`src/rtl/dl_sequencer_pkg.sv`:
```
// Shared types and constants for the ROM/DIP download sequencer.
package dl_sequencer_pkg;

  typedef enum logic [2:0] {
    IDLE,
    LOAD,
    HOLD,
    RUN,
    ERR
  } seq_state_t;

  localparam logic [7:0] DEF_ROM_INDEX = 8'd0;
  localparam logic [7:0] DEF_DIP_INDEX = 8'd254;

  localparam int IOCTL_AW = 25;
  localparam int DN_AW    = 19;

endpackage

```
`src/rtl/dl_sequencer_if.sv`:
```
// hps_io download stream in, core ROM write port out.
interface dl_sequencer_if;
  import dl_sequencer_pkg::*;

  logic                ioctl_download;
  logic                ioctl_wr;
  logic [IOCTL_AW-1:0] ioctl_addr;
  logic [7:0]          ioctl_dout;
  logic [7:0]          ioctl_index;

  logic [DN_AW-1:0]    dn_addr;
  logic [7:0]          dn_data;
  logic                dn_wr;

  modport master (
    output ioctl_download, ioctl_wr, ioctl_addr, ioctl_dout, ioctl_index,
    input  dn_addr, dn_data, dn_wr
  );

  modport slave (
    input  ioctl_download, ioctl_wr, ioctl_addr, ioctl_dout, ioctl_index,
    output dn_addr, dn_data, dn_wr
  );

endinterface

```
`src/rtl/dl_sequencer_rst_stretch.sv`:
```
// Loadable down-counter that times how long the core reset is stretched.
module rst_stretch #(
  parameter int HOLD = 1024
) (
  input  logic clk,
  input  logic reset,
  input  logic load,
  output logic done
);

  localparam int             W      = (HOLD > 1) ? $clog2(HOLD) : 1;
  localparam logic [W-1:0]   RELOAD = W'(HOLD - 1);

  logic [W-1:0] count;

  always_ff @(posedge clk) begin
    if (reset) begin
      count <= '0;
    end else if (load) begin
      count <= RELOAD;
    end else if (count != '0) begin
      count <= count - W'(1);
    end
  end

  assign done = (count == '0);

endmodule

```
`src/rtl/dl_sequencer.sv`:
```
// Routes ROM bytes to the core, latches DIP switches and sequences the core reset.
module dl_sequencer
  import dl_sequencer_pkg::*;
#(
  parameter logic [7:0]  ROM_INDEX   = DEF_ROM_INDEX,
  parameter logic [7:0]  DIP_INDEX   = DEF_DIP_INDEX,
  parameter logic [23:0] ROM_BYTES   = 24'h01C000,
  parameter int          RST_HOLD    = 1024,
  parameter logic [7:0]  DIP_DEFAULT = 8'h00
) (
  input  logic         clk_sys,
  input  logic         reset,
  dl_sequencer_if.slave bus,
  input  logic         user_reset,
  output logic [7:0]   dip_sw,
  output logic         core_reset_n,
  output logic         rom_loaded,
  output logic         rom_size_err
);

  seq_state_t  state;
  seq_state_t  state_next;
  logic        download_q;
  logic [23:0] byte_cnt;
  logic        overrun;
  logic        rom_start;
  logic        rom_end;
  logic        rom_wr;
  logic        in_range;
  logic        dip_wr;
  logic        size_ok;
  logic        hold_load;
  logic        hold_done;

  assign rom_start = bus.ioctl_download && !download_q && (bus.ioctl_index == ROM_INDEX);
  assign rom_end   = !bus.ioctl_download && download_q && (bus.ioctl_index == ROM_INDEX)
                     && (state == LOAD);
  assign rom_wr    = bus.ioctl_wr && (bus.ioctl_index == ROM_INDEX) && (state == LOAD);
  assign in_range  = bus.ioctl_addr < {1'b0, ROM_BYTES};
  assign dip_wr    = bus.ioctl_wr && (bus.ioctl_index == DIP_INDEX) && (bus.ioctl_addr == '0);
  assign size_ok   = (byte_cnt == ROM_BYTES) && !overrun;

  rst_stretch #(
    .HOLD (RST_HOLD)
  ) u_hold (
    .clk   (clk_sys),
    .reset (reset),
    .load  (hold_load),
    .done  (hold_done)
  );

  // A ROM start pre-empts every state, including a restart of LOAD itself.
  always_comb begin
    state_next = state;
    hold_load  = 1'b0;
    if (rom_start) begin
      state_next = LOAD;
    end else begin
      case (state)
        LOAD: begin
          if (rom_end) begin
            if (size_ok) begin
              state_next = HOLD;
              hold_load  = 1'b1;
            end else begin
              state_next = ERR;
            end
          end
        end
        HOLD: begin
          if (user_reset) begin
            hold_load = 1'b1;
          end else if (hold_done) begin
            state_next = RUN;
          end
        end
        RUN: begin
          if (user_reset) begin
            state_next = HOLD;
            hold_load  = 1'b1;
          end
        end
        default: state_next = state;
      endcase
    end
  end

  always_ff @(posedge clk_sys) begin
    if (reset) begin
      state        <= IDLE;
      // Follow the live level so a download still running across reset is not seen as a new start.
      download_q   <= bus.ioctl_download;
      bus.dn_addr  <= '0;
      bus.dn_data  <= '0;
      bus.dn_wr    <= 1'b0;
      dip_sw       <= DIP_DEFAULT;
      core_reset_n <= 1'b0;
      rom_loaded   <= 1'b0;
      rom_size_err <= 1'b0;
      byte_cnt     <= '0;
      overrun      <= 1'b0;
    end else begin
      state        <= state_next;
      download_q   <= bus.ioctl_download;
      core_reset_n <= (state_next == RUN);
      bus.dn_wr    <= rom_wr && in_range;
      if (rom_wr && in_range) begin
        bus.dn_addr <= bus.ioctl_addr[DN_AW-1:0];
        bus.dn_data <= bus.ioctl_dout;
      end
      if (dip_wr) begin
        dip_sw <= bus.ioctl_dout;
      end
      if (rom_start) begin
        byte_cnt     <= '0;
        overrun      <= 1'b0;
        rom_loaded   <= 1'b0;
        rom_size_err <= 1'b0;
      end else begin
        if (rom_wr && in_range && (byte_cnt != '1)) begin
          byte_cnt <= byte_cnt + 24'd1;
        end
        if (rom_wr && !in_range) begin
          overrun <= 1'b1;
        end
        if (rom_end) begin
          if (size_ok) begin
            rom_loaded <= 1'b1;
          end else begin
            rom_size_err <= 1'b1;
          end
        end
      end
    end
  end

endmodule

```
`src/flat_wrapper.sv`:
```
// flat-port wrapper written by rule: the top's interface ports become plain ports
module dl_sequencer_flat import dl_sequencer_pkg::*;
#(
  parameter logic [7:0]  ROM_INDEX   = DEF_ROM_INDEX,
  parameter logic [7:0]  DIP_INDEX   = DEF_DIP_INDEX,
  parameter logic [23:0] ROM_BYTES   = 24'h01C000,
  parameter int          RST_HOLD    = 1024,
  parameter logic [7:0]  DIP_DEFAULT = 8'h00
)
  (clk_sys, reset, user_reset, dip_sw, core_reset_n, rom_loaded, rom_size_err, bus_ioctl_download, bus_ioctl_wr, bus_ioctl_addr, bus_ioctl_dout, bus_ioctl_index, bus_dn_addr, bus_dn_data, bus_dn_wr);
  dl_sequencer_if bus_i ();
  input  logic clk_sys;
  input  logic reset;
  input  logic user_reset;
  output logic [7:0] dip_sw;
  output logic core_reset_n;
  output logic rom_loaded;
  output logic rom_size_err;
  input wire logic [$bits(bus_i.ioctl_download)-1:0] bus_ioctl_download;
  input wire logic [$bits(bus_i.ioctl_wr)-1:0] bus_ioctl_wr;
  input wire logic [$bits(bus_i.ioctl_addr)-1:0] bus_ioctl_addr;
  input wire logic [$bits(bus_i.ioctl_dout)-1:0] bus_ioctl_dout;
  input wire logic [$bits(bus_i.ioctl_index)-1:0] bus_ioctl_index;
  output wire logic [$bits(bus_i.dn_addr)-1:0] bus_dn_addr;
  output wire logic [$bits(bus_i.dn_data)-1:0] bus_dn_data;
  output wire logic [$bits(bus_i.dn_wr)-1:0] bus_dn_wr;
  assign bus_i.ioctl_download = bus_ioctl_download;
  assign bus_i.ioctl_wr = bus_ioctl_wr;
  assign bus_i.ioctl_addr = bus_ioctl_addr;
  assign bus_i.ioctl_dout = bus_ioctl_dout;
  assign bus_i.ioctl_index = bus_ioctl_index;
  assign bus_dn_addr = bus_i.dn_addr;
  assign bus_dn_data = bus_i.dn_data;
  assign bus_dn_wr = bus_i.dn_wr;
  dl_sequencer #(.ROM_INDEX(ROM_INDEX), .DIP_INDEX(DIP_INDEX), .ROM_BYTES(ROM_BYTES), .RST_HOLD(RST_HOLD), .DIP_DEFAULT(DIP_DEFAULT)) u_core (.clk_sys(clk_sys), .reset(reset), .bus(bus_i), .user_reset(user_reset), .dip_sw(dip_sw), .core_reset_n(core_reset_n), .rom_loaded(rom_loaded), .rom_size_err(rom_size_err));
endmodule
```
`config.mk`:
```
export PLATFORM = sky130hd
export DESIGN_NAME = dl_sequencer_flat
export DESIGN_NICKNAME = d
export VERILOG_FILES = /design/src/rtl/dl_sequencer_pkg.sv /design/src/rtl/dl_sequencer_if.sv /design/src/rtl/dl_sequencer_rst_stretch.sv /design/src/rtl/dl_sequencer.sv /design/src/flat_wrapper.sv
export SDC_FILE = /design/constraint.sdc
export NUM_CORES = 1
export LEC_CHECK = 0
export ABC_AREA = 1
export BUFFER_PORTS_ARGS = -buffer_cell sky130_fd_sc_hd__buf_2
export CORE_MARGIN = 2
export CORE_UTILIZATION = 55
export DETAILED_ROUTE_END_ITERATION = 7
export PLACE_DENSITY = 0.88
export SLEW_MARGIN = 25
export SYNTH_ARGS = -nofsm -noshare
export SYNTH_HDL_FRONTEND = slang
export SYNTH_SLANG_ARGS = --single-unit
```
`constraint.sdc`:
```
create_clock -name clk_sys -period 1.8 [get_ports clk_sys]
set_input_delay 0.09 -clock clk_sys [delete_from_list [all_inputs] [get_ports clk_sys]]
set_output_delay 0.09 -clock clk_sys [all_outputs]
set_load 0.01 [all_outputs]
```
==> results of run 1 <==
## cell usage in the layout (no fill, tap or decap), types with 4 or more instances in the layout
master	count
nand2_1	146
nor2_1	96
buf_2	84
dfxtp_1	75
inv_1	69
a21oi_1	35
o21ai_0	34
a21oi_2	20
xor2_1	17
nand4_1	17
dlygate4sd3_1	17
nand3_1	15
xnor2_1	11
buf_4	11
clkbuf_8	10
nor2_2	6
nand2_2	4
nor2_4	4
## final timing paths
kind / start / endpoint / depth (start not counted)
max: u_core.byte_cnt[7] / u_core.byte_cnt[5] / 9
min: bus_ioctl_addr[7] / u_core.bus.dn_addr[7] / 3
max reg2reg: u_core.byte_cnt[7] / u_core.byte_cnt[5] / 9
min reg2reg: u_core.bus.dn_addr[18] / u_core.bus.dn_addr[18] / 2
## registers in the layout, indices dropped and copies added, names as in the netlist
signal / cells
u_core.rom_size_err: 1
u_core.rom_loaded: 1
u_core.u_hold.count: 10
u_core.download_q: 1
u_core.bus.dn_wr: 1
u_core.overrun: 1
u_core.bus.dn_addr: 19
u_core.core_reset_n: 1
u_core.state: 3
u_core.bus.dn_data: 8
u_core.byte_cnt: 24
u_core.dip_sw: 8
## layout make-up
type	instances	area [um^2]	area share, %
repair buffers	115	733	14.6
clock inverters	5	57.6	1.15
flip-flops and latches	78	1570	31.2
inverters	73	277	5.51
multi-input cells	421	2120	42.3
clock buffers	11	141	2.82
well taps	99	124	2.47
## power by group
group          switching [mW]  total, mW  internal, mW
registers              0.0530       1.85          1.80
logic                   0.458      0.803         0.345
clock network           0.660       1.34         0.682
## per-stage QoR
step | hold slack [ns] | instances | cell area, um^2 | power [mW] | worst slack, ns
finish | 0.0171 | 802 | 5020 | 4.00 | 0.117
global route | 0.0213 | 802 | 5020 | 4.22 | -0.0108
detailed placement | 0.231 | 769 | 4620 | 2.63 | 0.0170
floorplan | 0.118 | 588 | 4030 | 2.43 | 0.171
global placement | 0.221 | 769 | 4620 | 2.59 | 0.0844
CTS | 0.00352 | 802 | 4980 | 3.99 | 0.0348
## worst reg2reg max path: stages, from the launching register on
cell	delay [ns]
dfxtp_1	0.43
nand2_1	0.12
nor2_2	0.19
nand2_2	0.11
nor2_4	0.15
nand3b_4	0.09
nand2_4	0.12
buf_4	0.19
nand2_1	0.09
a21oi_2	0.13
## logic make-up (layout without fill, tap and decap cells)
logic type / count (synthesis) / count (layout)
AND/OR/NAND/NOR: 300 / 300
AO/OA/AOI/OAI: 90 / 90
buffers and inverters: 89 / 204
flip-flops: 78 / 78
XOR/XNOR: 28 / 28
adder cells (fa/ha/maj): 3 / 3
## what timing repair did
item                       in CTS  in global routing
hold endpoints to repair       21                  0
gates resized for setup         1                 14
hold buffers                   17                  0
setup endpoints to repair       1                 26
## per-layer routing
metal / routed length, um / vias up / global-route usage (%)
li1: - / 2063 / -
met1: 4330 / 1917 / 32.1
met2: 5260 / 119 / 48.9
met3: 547 / 27 / 5.39
met4: 241 / 0 / 12.6
met5: 0 / - / 0
==> reports/metrics.cfg, run 1 <==
[grt]
antenna_found_initial=0
grt_pass1_wl_um=17500
overflow=0
grt_use_total_pct=27.6
grt_start_max_net_pins=51
grt_pass1_vias=3988

[synth]
ys_seq_area_share_pct=38.8
synth_top_family_by_area=simple AND/OR/NAND/NOR gates
synth_common_cells=nand2_1, nor2_1, dfxtp_1
syn_area_um2=4030
syn_inst=588
ys_types=31
synthArstFlopShare_pct=0
synthTopCellsByArea=dfxtp_1, nand2_1, nor2_1
syn_nets=637
synth-edff-count=0
yosys_most_used_dff=dfxtp_1
yosysMostFrequentCell=nand2_1
synth_compound_area_share_pct=13.1
synthAdderAreaFrac_pct=0.932
ys_ff_latch=78
yosysTopAreaCellShare_pct=38.8
synthMuxAreaShare_pct=0
yosysTopAreaCell=dfxtp_1
yosysWarnings=0
yosys.area_share.simple_pct=31.8
synth_xor_area_share_pct=6.09
postSynthAreaPerCell_um2=6.85

[floorplanning]
initial_utilization_pct=56.1
io_pins=85
die_x_um=89.6
rows=31
fp.dieH_um=89.6
fp.dieArea_um2=8030
core-area_um2=7180

[setup_path]
setup.worst_path.start_class=flop
r2r_setup_slack_ns=0.12
critPathSlowestCell=dfxtp_1
worst-path-buf-inv=1
worstPathArrival_ns=1.97
crit_family=simple AND/OR/NAND/NOR gates
criticalPathCategory=flop to flop
required_ns=2.09
crit_fanout=12
worst_path_most_repeated_cell=nand2_1
end_kind=flop
slowest_delay_ns=0.43
path_cells=nand2_1 > nor2_2 > nand2_2 > nor2_4 > nand3b_4 > nand2_4 > buf_4 > nand2_1 > a21oi_2

[status]
status=complete, no violations

[routing]
drt_iter0_drc=157
routed_wl_um=10400
drc=0
final_antenna_net_count=0
wl_per_cell_um=12.9
firstDrtPassIters=5
viasPerCell=5.14
vias=4126

[worst_hold_path]
hold_path.class=input port to flop

[clock_network]
clockRootBuffer=clkbuf_8
cts_tree=built
path_clk_slew_ns=0.09
cts.sinks=78
clk_path_buf_depth=2
numCtsBuffers=9
clkLatencyLatePin_ns=0.36
cts_setup_buffers=0
cts_htree_levels=3

[layout]
diodes=0
postLayoutCoreUtil_pct=70.0
drive_above_1_share_pct=22.9
area_growth_pct=24.6
nets=747
n_fill_cell=571

[pwr]
power.density_nw_per_um2=796
p_leak_nw=2.28
ir_worst_vdd_v=0.000419

[timing]
finalMaxSlewViolations=0
fin_worst_skew_ns=0.00984
slew_headroom_pct=62.7
hold_violations=0
worst_pin_slew_ns=0.557
setup_tns_ns=0
finalSetupViolCount=0
min_period_ns=1.68
post-route-period-util_pct=93.5
max_freq_mhz=594

[placed_design]
gp_congestion=0.950
dp_hpwl_um=7410
portBuffers=84

[job]
drv_cap=0

Note: power is estimated with default switching activity, not from simulation.
==> inputs of run 2 (changes only) <==
--- a/config.mk
+++ b/config.mk
@@ -10,6 +10,7 @@
 export CORE_MARGIN = 2
 export CORE_UTILIZATION = 55
 export DETAILED_ROUTE_END_ITERATION = 7
+export GPL_TIMING_DRIVEN = 0
 export PLACE_DENSITY = 0.88
 export SLEW_MARGIN = 25
 export SYNTH_ARGS = -nofsm -noshare
==> reports/metrics.cfg, run 2 (synthesis gave the netlist of run 1 again) <==
[status]
status=complete, no violations

[setup_path]
end_kind=flop
worstSetupStartpoint=u_core.byte_cnt[1]
reg2reg_to=u_core.byte_cnt[11]
r2r_setup_slack_ns=0.07  ; -0.05 ns
worstSetupEndpoint=u_core.byte_cnt[11]
crit_fanout=10  ; -2
criticalPathCategory=flop to flop
timing.rr.start=u_core.byte_cnt[1]
worstPathArrival_ns=1.96  ; about the same
r2r_cells=11  ; +2
setup.worst_path.start_class=flop
required_ns=2.03  ; -0.06 ns

[timing]
min_period_ns=1.73  ; +0.0487 ns
max_freq_mhz=578  ; -2.8%
holdWs_ns=0.0217  ; +0.00470 ns
slew_headroom_pct=59.0  ; -3.7 points
finalSetupViolCount=0  ; unchanged
finalMaxSlewViolations=0  ; unchanged
post-route-period-util_pct=96.2  ; +2.7 points
worst_slack_ns=0.0684  ; -0.0487 ns
hold_violations=0  ; unchanged
fin_worst_skew_ns=0.00848  ; -0.00136 ns
rsz0062_at_grt=yes
worst_pin_slew_ns=0.612  ; +0.0551 ns

[placed_design]
portBuffers=84  ; unchanged
dp_worst_setup_slack_ns=-0.101  ; -0.118 ns
dp_hpwl_um=7330  ; -1.1%
gp_congestion=0.978  ; +2.9%

[grt]
grt_pass1_vias=4024  ; +0.90%
antenna_found_initial=0  ; unchanged
grt_pass1_wl_um=17300  ; -1.1%
grt_start_max_net_pins=15  ; -71%
grt_use_total_pct=27.4  ; -0.28 points
overflow=0  ; unchanged

[routing]
vias=4124  ; -0.048%
firstDrtPassIters=6  ; +1
wl_per_cell_um=12.7  ; -1.8%
final_antenna_net_count=0  ; unchanged
viasPerCell=5.11  ; -0.67%
drc=0  ; unchanged
drt_iter0_drc=194  ; +24%
routed_wl_um=10300  ; -1.2%

[floorplanning]
core-area_um2=7180  ; unchanged
initial_utilization_pct=56.1  ; unchanged
fp.dieArea_um2=8030  ; unchanged
die_x_um=89.6  ; unchanged
rows=31  ; unchanged
fp.dieH_um=89.6  ; unchanged
io_pins=85  ; unchanged

[layout]
regMostFlops=u_core.byte_cnt
area_growth_pct=24.8  ; about the same
largest_reg_flops=24  ; unchanged
postLayoutCoreUtil_pct=70.0  ; about the same
n_fill_cell=561  ; -1.8%
reg.largest.list=u_core.byte_cnt (24), u_core.bus.dn_addr (19), u_core.u_hold.count (10)
drive_above_1_share_pct=24.0  ; +1.1 points
diodes=0  ; unchanged
final_common_cell=nand2_1
nets=752  ; +0.67%
final_cell_mix=nand2_1, nor2_1, buf_2

[pwr]
ir_worst_vdd_v=0.000383  ; -8.6%
p_int_mw=2.70  ; -4.5%
p_switching_mw=1.20  ; +2.4%
clkPwrFrac_pct=31.2  ; -2.4 points
sequentialPowerShare_pct=47.5  ; +1.2 points
pwr-share-comb_pct=21.3  ; +1.2 points
power.density_nw_per_um2=775  ; -2.6%
swShare_pct=30.8  ; +1.5 points
p_leak_nw=2.26  ; -0.81%

[clock_network]
cts_htree_levels=3  ; unchanged
numCtsBuffers=9  ; unchanged
path_clk_slew_ns=0.08  ; about the same
clockRootBuffer=clkbuf_8
cts_tree=built
cts.sinks=78  ; unchanged
clkLatencyLatePin_ns=0.35  ; about the same
clk_path_buf_depth=2  ; unchanged

[job]
drv_cap=0  ; unchanged

[worst_hold_path]
hold_path.class=input port to flop

run 2: changes by cell type in the layout (fill, tap and decap cells not counted), sizes merged:
cell and change:
bufinv -1, buf -1, clkinv -1, clkbuf +5, clkinvlp +3
run 2: worst min path at each step:
stage                                   from                      to  slack, ns  depth (start not counted)
after CTS                 bus_ioctl_addr[11]  u_core.bus.dn_addr[11]      0.007                          3
final                      bus_ioctl_dout[7]   u_core.bus.dn_data[7]       0.02                          3
after detailed placement  bus_ioctl_download       u_core.download_q       0.23                          1
after floorplan           bus_ioctl_download       u_core.download_q       0.12                          0
after global routing      bus_ioctl_addr[11]  u_core.bus.dn_addr[11]       0.02                          3
after global placement    bus_ioctl_download       u_core.download_q       0.22                          1
run 2: power by group through the flow:
stage | sequential [mW] | combinational (mW) | clock (mW)
after floorplan | 1.88 | 0.554 | 0
after global placement | 1.89 | 0.691 | 0
after detailed placement | 1.89 | 0.697 | 0
after CTS | 1.85 | 0.760 | 1.23
after global routing | 1.86 | 0.947 | 1.32
final | 1.85 | 0.830 | 1.22
run 2: layout make-up:
| cell class | count | area (um^2) | area share (%) |
|---|---|---|---|
| plain buffers | 16 | 101 | 2.02 |
| clock buffers | 10 | 138 | 2.74 |
| clock inverters | 6 | 45.0 | 0.896 |
| inverters | 73 | 279 | 5.55 |
| multi-input cells | 421 | 2160 | 42.9 |
| flip-flops and latches | 78 | 1570 | 31.2 |
| well taps | 99 | 124 | 2.46 |
| repair buffers | 104 | 613 | 12.2 |
run 2: metrics by stage:
stage	instance area (um^2)	instances	power, mW	TNS (ns)
after floorplan	4030	588	2.43	0
after global placement	4570	771	2.58	-0.398
after detailed placement	4570	771	2.59	-1.86
after CTS	4950	805	3.84	0
after global routing	5030	807	4.12	-0.211
final	5030	807	3.89	0
run 2: layer usage:
| layer | global-route usage, % | vias to the layer above | part of all wire (%) |
|---|---|---|---|
| li1 | - | 2080 | - |
| met5 | 0 | - | 0 |
| met3 | 6.76 | 30 | 5.9 |
| met2 | 49.1 | 140 | 50 |
| met4 | 9.50 | 0 | 2.3 |
| met1 | 31.6 | 1874 | 41 |
run 2: critical path: stages, from the launching register on:
cell and delay (ns):
dfxtp_2 0.39, ha_4 0.17, nand2_2 0.07, nor2_4 0.14, nand2_2 0.11, nor2_4 0.16, nand3b_4 0.12, nand2_8 0.12
inv_4 0.06, buf_6 0.14, nand2_1 0.08, a21oi_2 0.05
run 2: repair_timing:
item / in CTS / in global routing
pin swaps: 0 / 3
gates cloned: 0 / 0
hold endpoints to repair: 21 / 0
buffers inserted: 1 / 2
hold buffers: 17 / 0
setup endpoints to repair: 34 / 53
gates resized for setup: 7 / 25
==> inputs of run 3 (changes only) <==
--- a/config.mk
+++ b/config.mk
@@ -8,10 +8,11 @@
 export ABC_AREA = 1
 export BUFFER_PORTS_ARGS = -buffer_cell sky130_fd_sc_hd__buf_2
 export CORE_MARGIN = 2
-export CORE_UTILIZATION = 55
+export CORE_UTILIZATION = 25
+export CTS_CLUSTER_SIZE = 14
 export DETAILED_ROUTE_END_ITERATION = 7
 export GPL_TIMING_DRIVEN = 0
-export PLACE_DENSITY = 0.88
+export PLACE_DENSITY = 0.51
 export SLEW_MARGIN = 25
 export SYNTH_ARGS = -nofsm -noshare
 export SYNTH_HDL_FRONTEND = slang
==> reports/metrics.cfg, run 3 (synthesis gave the netlist of run 1 again) <==
[timing]
rsz0062_at_grt=yes
worst_pin_slew_ns=0.637  ; +0.0248 ns
max_freq_mhz=583  ; +0.98%
slew_headroom_pct=57.3  ; -1.7 points
finalMaxSlewViolations=0  ; unchanged
hold_violations=0  ; unchanged
setup_tns_ns=0  ; unchanged
worst_slack_ns=0.0852  ; +0.0168 ns
post-route-period-util_pct=95.3  ; -0.93 points
holdWs_ns=0.0154  ; -0.00631 ns
finalSetupViolCount=0  ; unchanged
fin_worst_skew_ns=0.00858  ; +0.0000976 ns
min_period_ns=1.71  ; -0.0168 ns

[clock_network]
clk_path_buf_depth=2  ; unchanged
path_clk_slew_ns=0.06  ; -0.02 ns
numCtsBuffers=9  ; unchanged
cts_htree_levels=3  ; unchanged
cts_tree=built
cts.sinks=78  ; unchanged
clkLatencyLatePin_ns=0.34  ; about the same
clockRootBuffer=clkbuf_16

[routing]
vias=3928  ; -4.8%
wl_per_cell_um=12.0  ; -5.3%
firstDrtPassIters=4  ; -2
wl_met2_um=4760  ; -8.0%
dr.max_layer_used=met4
final_antenna_net_count=0  ; unchanged
wl_met3_um=553  ; -8.3%
drt_iter0_drc=137  ; -29%
met1Wirelength_um=5450  ; +28%
viasPerCell=4.29  ; -16%
drc=0  ; unchanged
routed_wl_um=11000  ; +7.5%

[setup_path]
worstPathArrival_ns=1.94  ; -0.02 ns
required_ns=2.03  ; about the same
end_kind=flop
setup.worst_path.start_class=flop
crit_fanout=10  ; unchanged
criticalPathCategory=flop to flop

[floorplanning]
initial_utilization_pct=25.5  ; -31 points
fp.dieArea_um2=17100  ; +110%
core-area_um2=15800  ; +120%
die_x_um=131  ; +46%
io_pins=85  ; unchanged
fp.dieH_um=131  ; +46%
rows=46  ; +48%

[layout]
drive_above_1_share_pct=24.3  ; +0.27 points
diodes=0  ; unchanged
nets=745  ; -0.93%
reg.largest.list=u_core.byte_cnt (24), u_core.bus.dn_addr (19), u_core.u_hold.count (10)
regMostFlops=u_core.byte_cnt
area_growth_pct=29.0
largest_reg_flops=24  ; unchanged
final_common_cell=nand2_1
fin_area_um2=5200  ; +3.4%
final_cell_mix=nand2_1, nor2_1, buf_2

[placed_design]
dp_worst_setup_slack_ns=-0.135  ; -0.0346 ns
portBuffers=84  ; unchanged
dpl-instance-area_um2=4720  ; +3.2%
gp_congestion=0.848  ; -13%
dp_hpwl_um=8340  ; +14%

[grt]
grt_start_max_net_pins=13  ; -2
antenna_found_initial=0  ; unchanged
grt_use_total_pct=13.3  ; -14 points
overflow=0  ; unchanged
grt_pass1_wl_um=17800  ; +3.0%
grt_pass1_vias=3604  ; -10%

[pwr]
clkPwrFrac_pct=40.9  ; +9.7 points
sequentialPowerShare_pct=41.7  ; -5.8 points
power.density_nw_per_um2=854  ; +10%
swShare_pct=27.4  ; -3.4 points
p_int_mw=3.22  ; +20%
p_leak_nw=2.29  ; +1.6%
ir_worst_vdd_v=0.000387  ; +0.96%
pwr-share-comb_pct=17.4  ; -3.9 points
p_switching_mw=1.22  ; +1.4%

[status]
status=complete, no violations

[worst_hold_path]
hold_path.class=input port to flop

[job]
drv_cap=0  ; unchanged

==> run 3: worst paths after layout <==
kind | startpoint | endpoint | slack, ns | cells after the start
hold / removal | bus_ioctl_dout[2] | u_core.bus.dn_data[2] | 0.02 | 3
setup / recovery | u_core.byte_cnt[0] | u_core.byte_cnt[20] | 0.09 | 11
setup reg to reg | u_core.byte_cnt[0] | u_core.byte_cnt[20] | 0.09 | 11
hold reg to reg | u_core.bus.dn_addr[18] | u_core.bus.dn_addr[18] | 0.44 | 2
==> run 3: metrics by stage <==
step	std cells	power, mW	util [%]
floorplan	588	2.43	-
global placement	888	2.61	29.8
detailed placement	888	2.60	29.8
CTS	907	4.48	32.0
global route	916	4.69	32.8
finish	916	4.44	32.8
==> run 3: critical path: stages (launching register included) <==
cell	delay [ns]
dfxtp_4	0.38
ha_4	0.16
nand2_2	0.07
nor2_4	0.17
nand2_2	0.10
nor2_4	0.15
nand3b_4	0.12
nand2_8	0.11
inv_4	0.06
buf_6	0.14
nand2_1	0.08
a21oi_2	0.05
==> run 3: power by group through the flow <==
stage	Combinational, mW	Sequential [mW]	Clock [mW]
floorplan	0.554	1.88	0
detailed placement	0.716	1.89	0
global placement	0.724	1.89	0
global route	0.901	1.86	1.93
finish	0.773	1.85	1.82
CTS	0.752	1.85	1.87
==> run 3: final cells by class <==
cell class / instances / area [um^2]
buffer: 16 / 104
clock buffer: 11 / 243
clock inverter: 4 / 47.5
fill: 1742 / 10600
inverter: 73 / 279
multi-input combinational: 421 / 2150
sequential: 78 / 1570
tap: 216 / 270
timing repair buffer: 97 / 538
==> run 3: what timing repair did <==
item	CTS	global route
buffers inserted	1	9
pin swaps	1	5
hold buffers	3	0
resized for setup	7	20
setup endpoints to repair	36	52
endpoints found under the hold margin	7	0
==> run 3: routing by layer <==
metal	up-vias	GRT usage, %
li1	2071	-
met1	1754	17.2
met2	84	21.2
met3	19	2.89
met4	0	6.07
met5	-	0
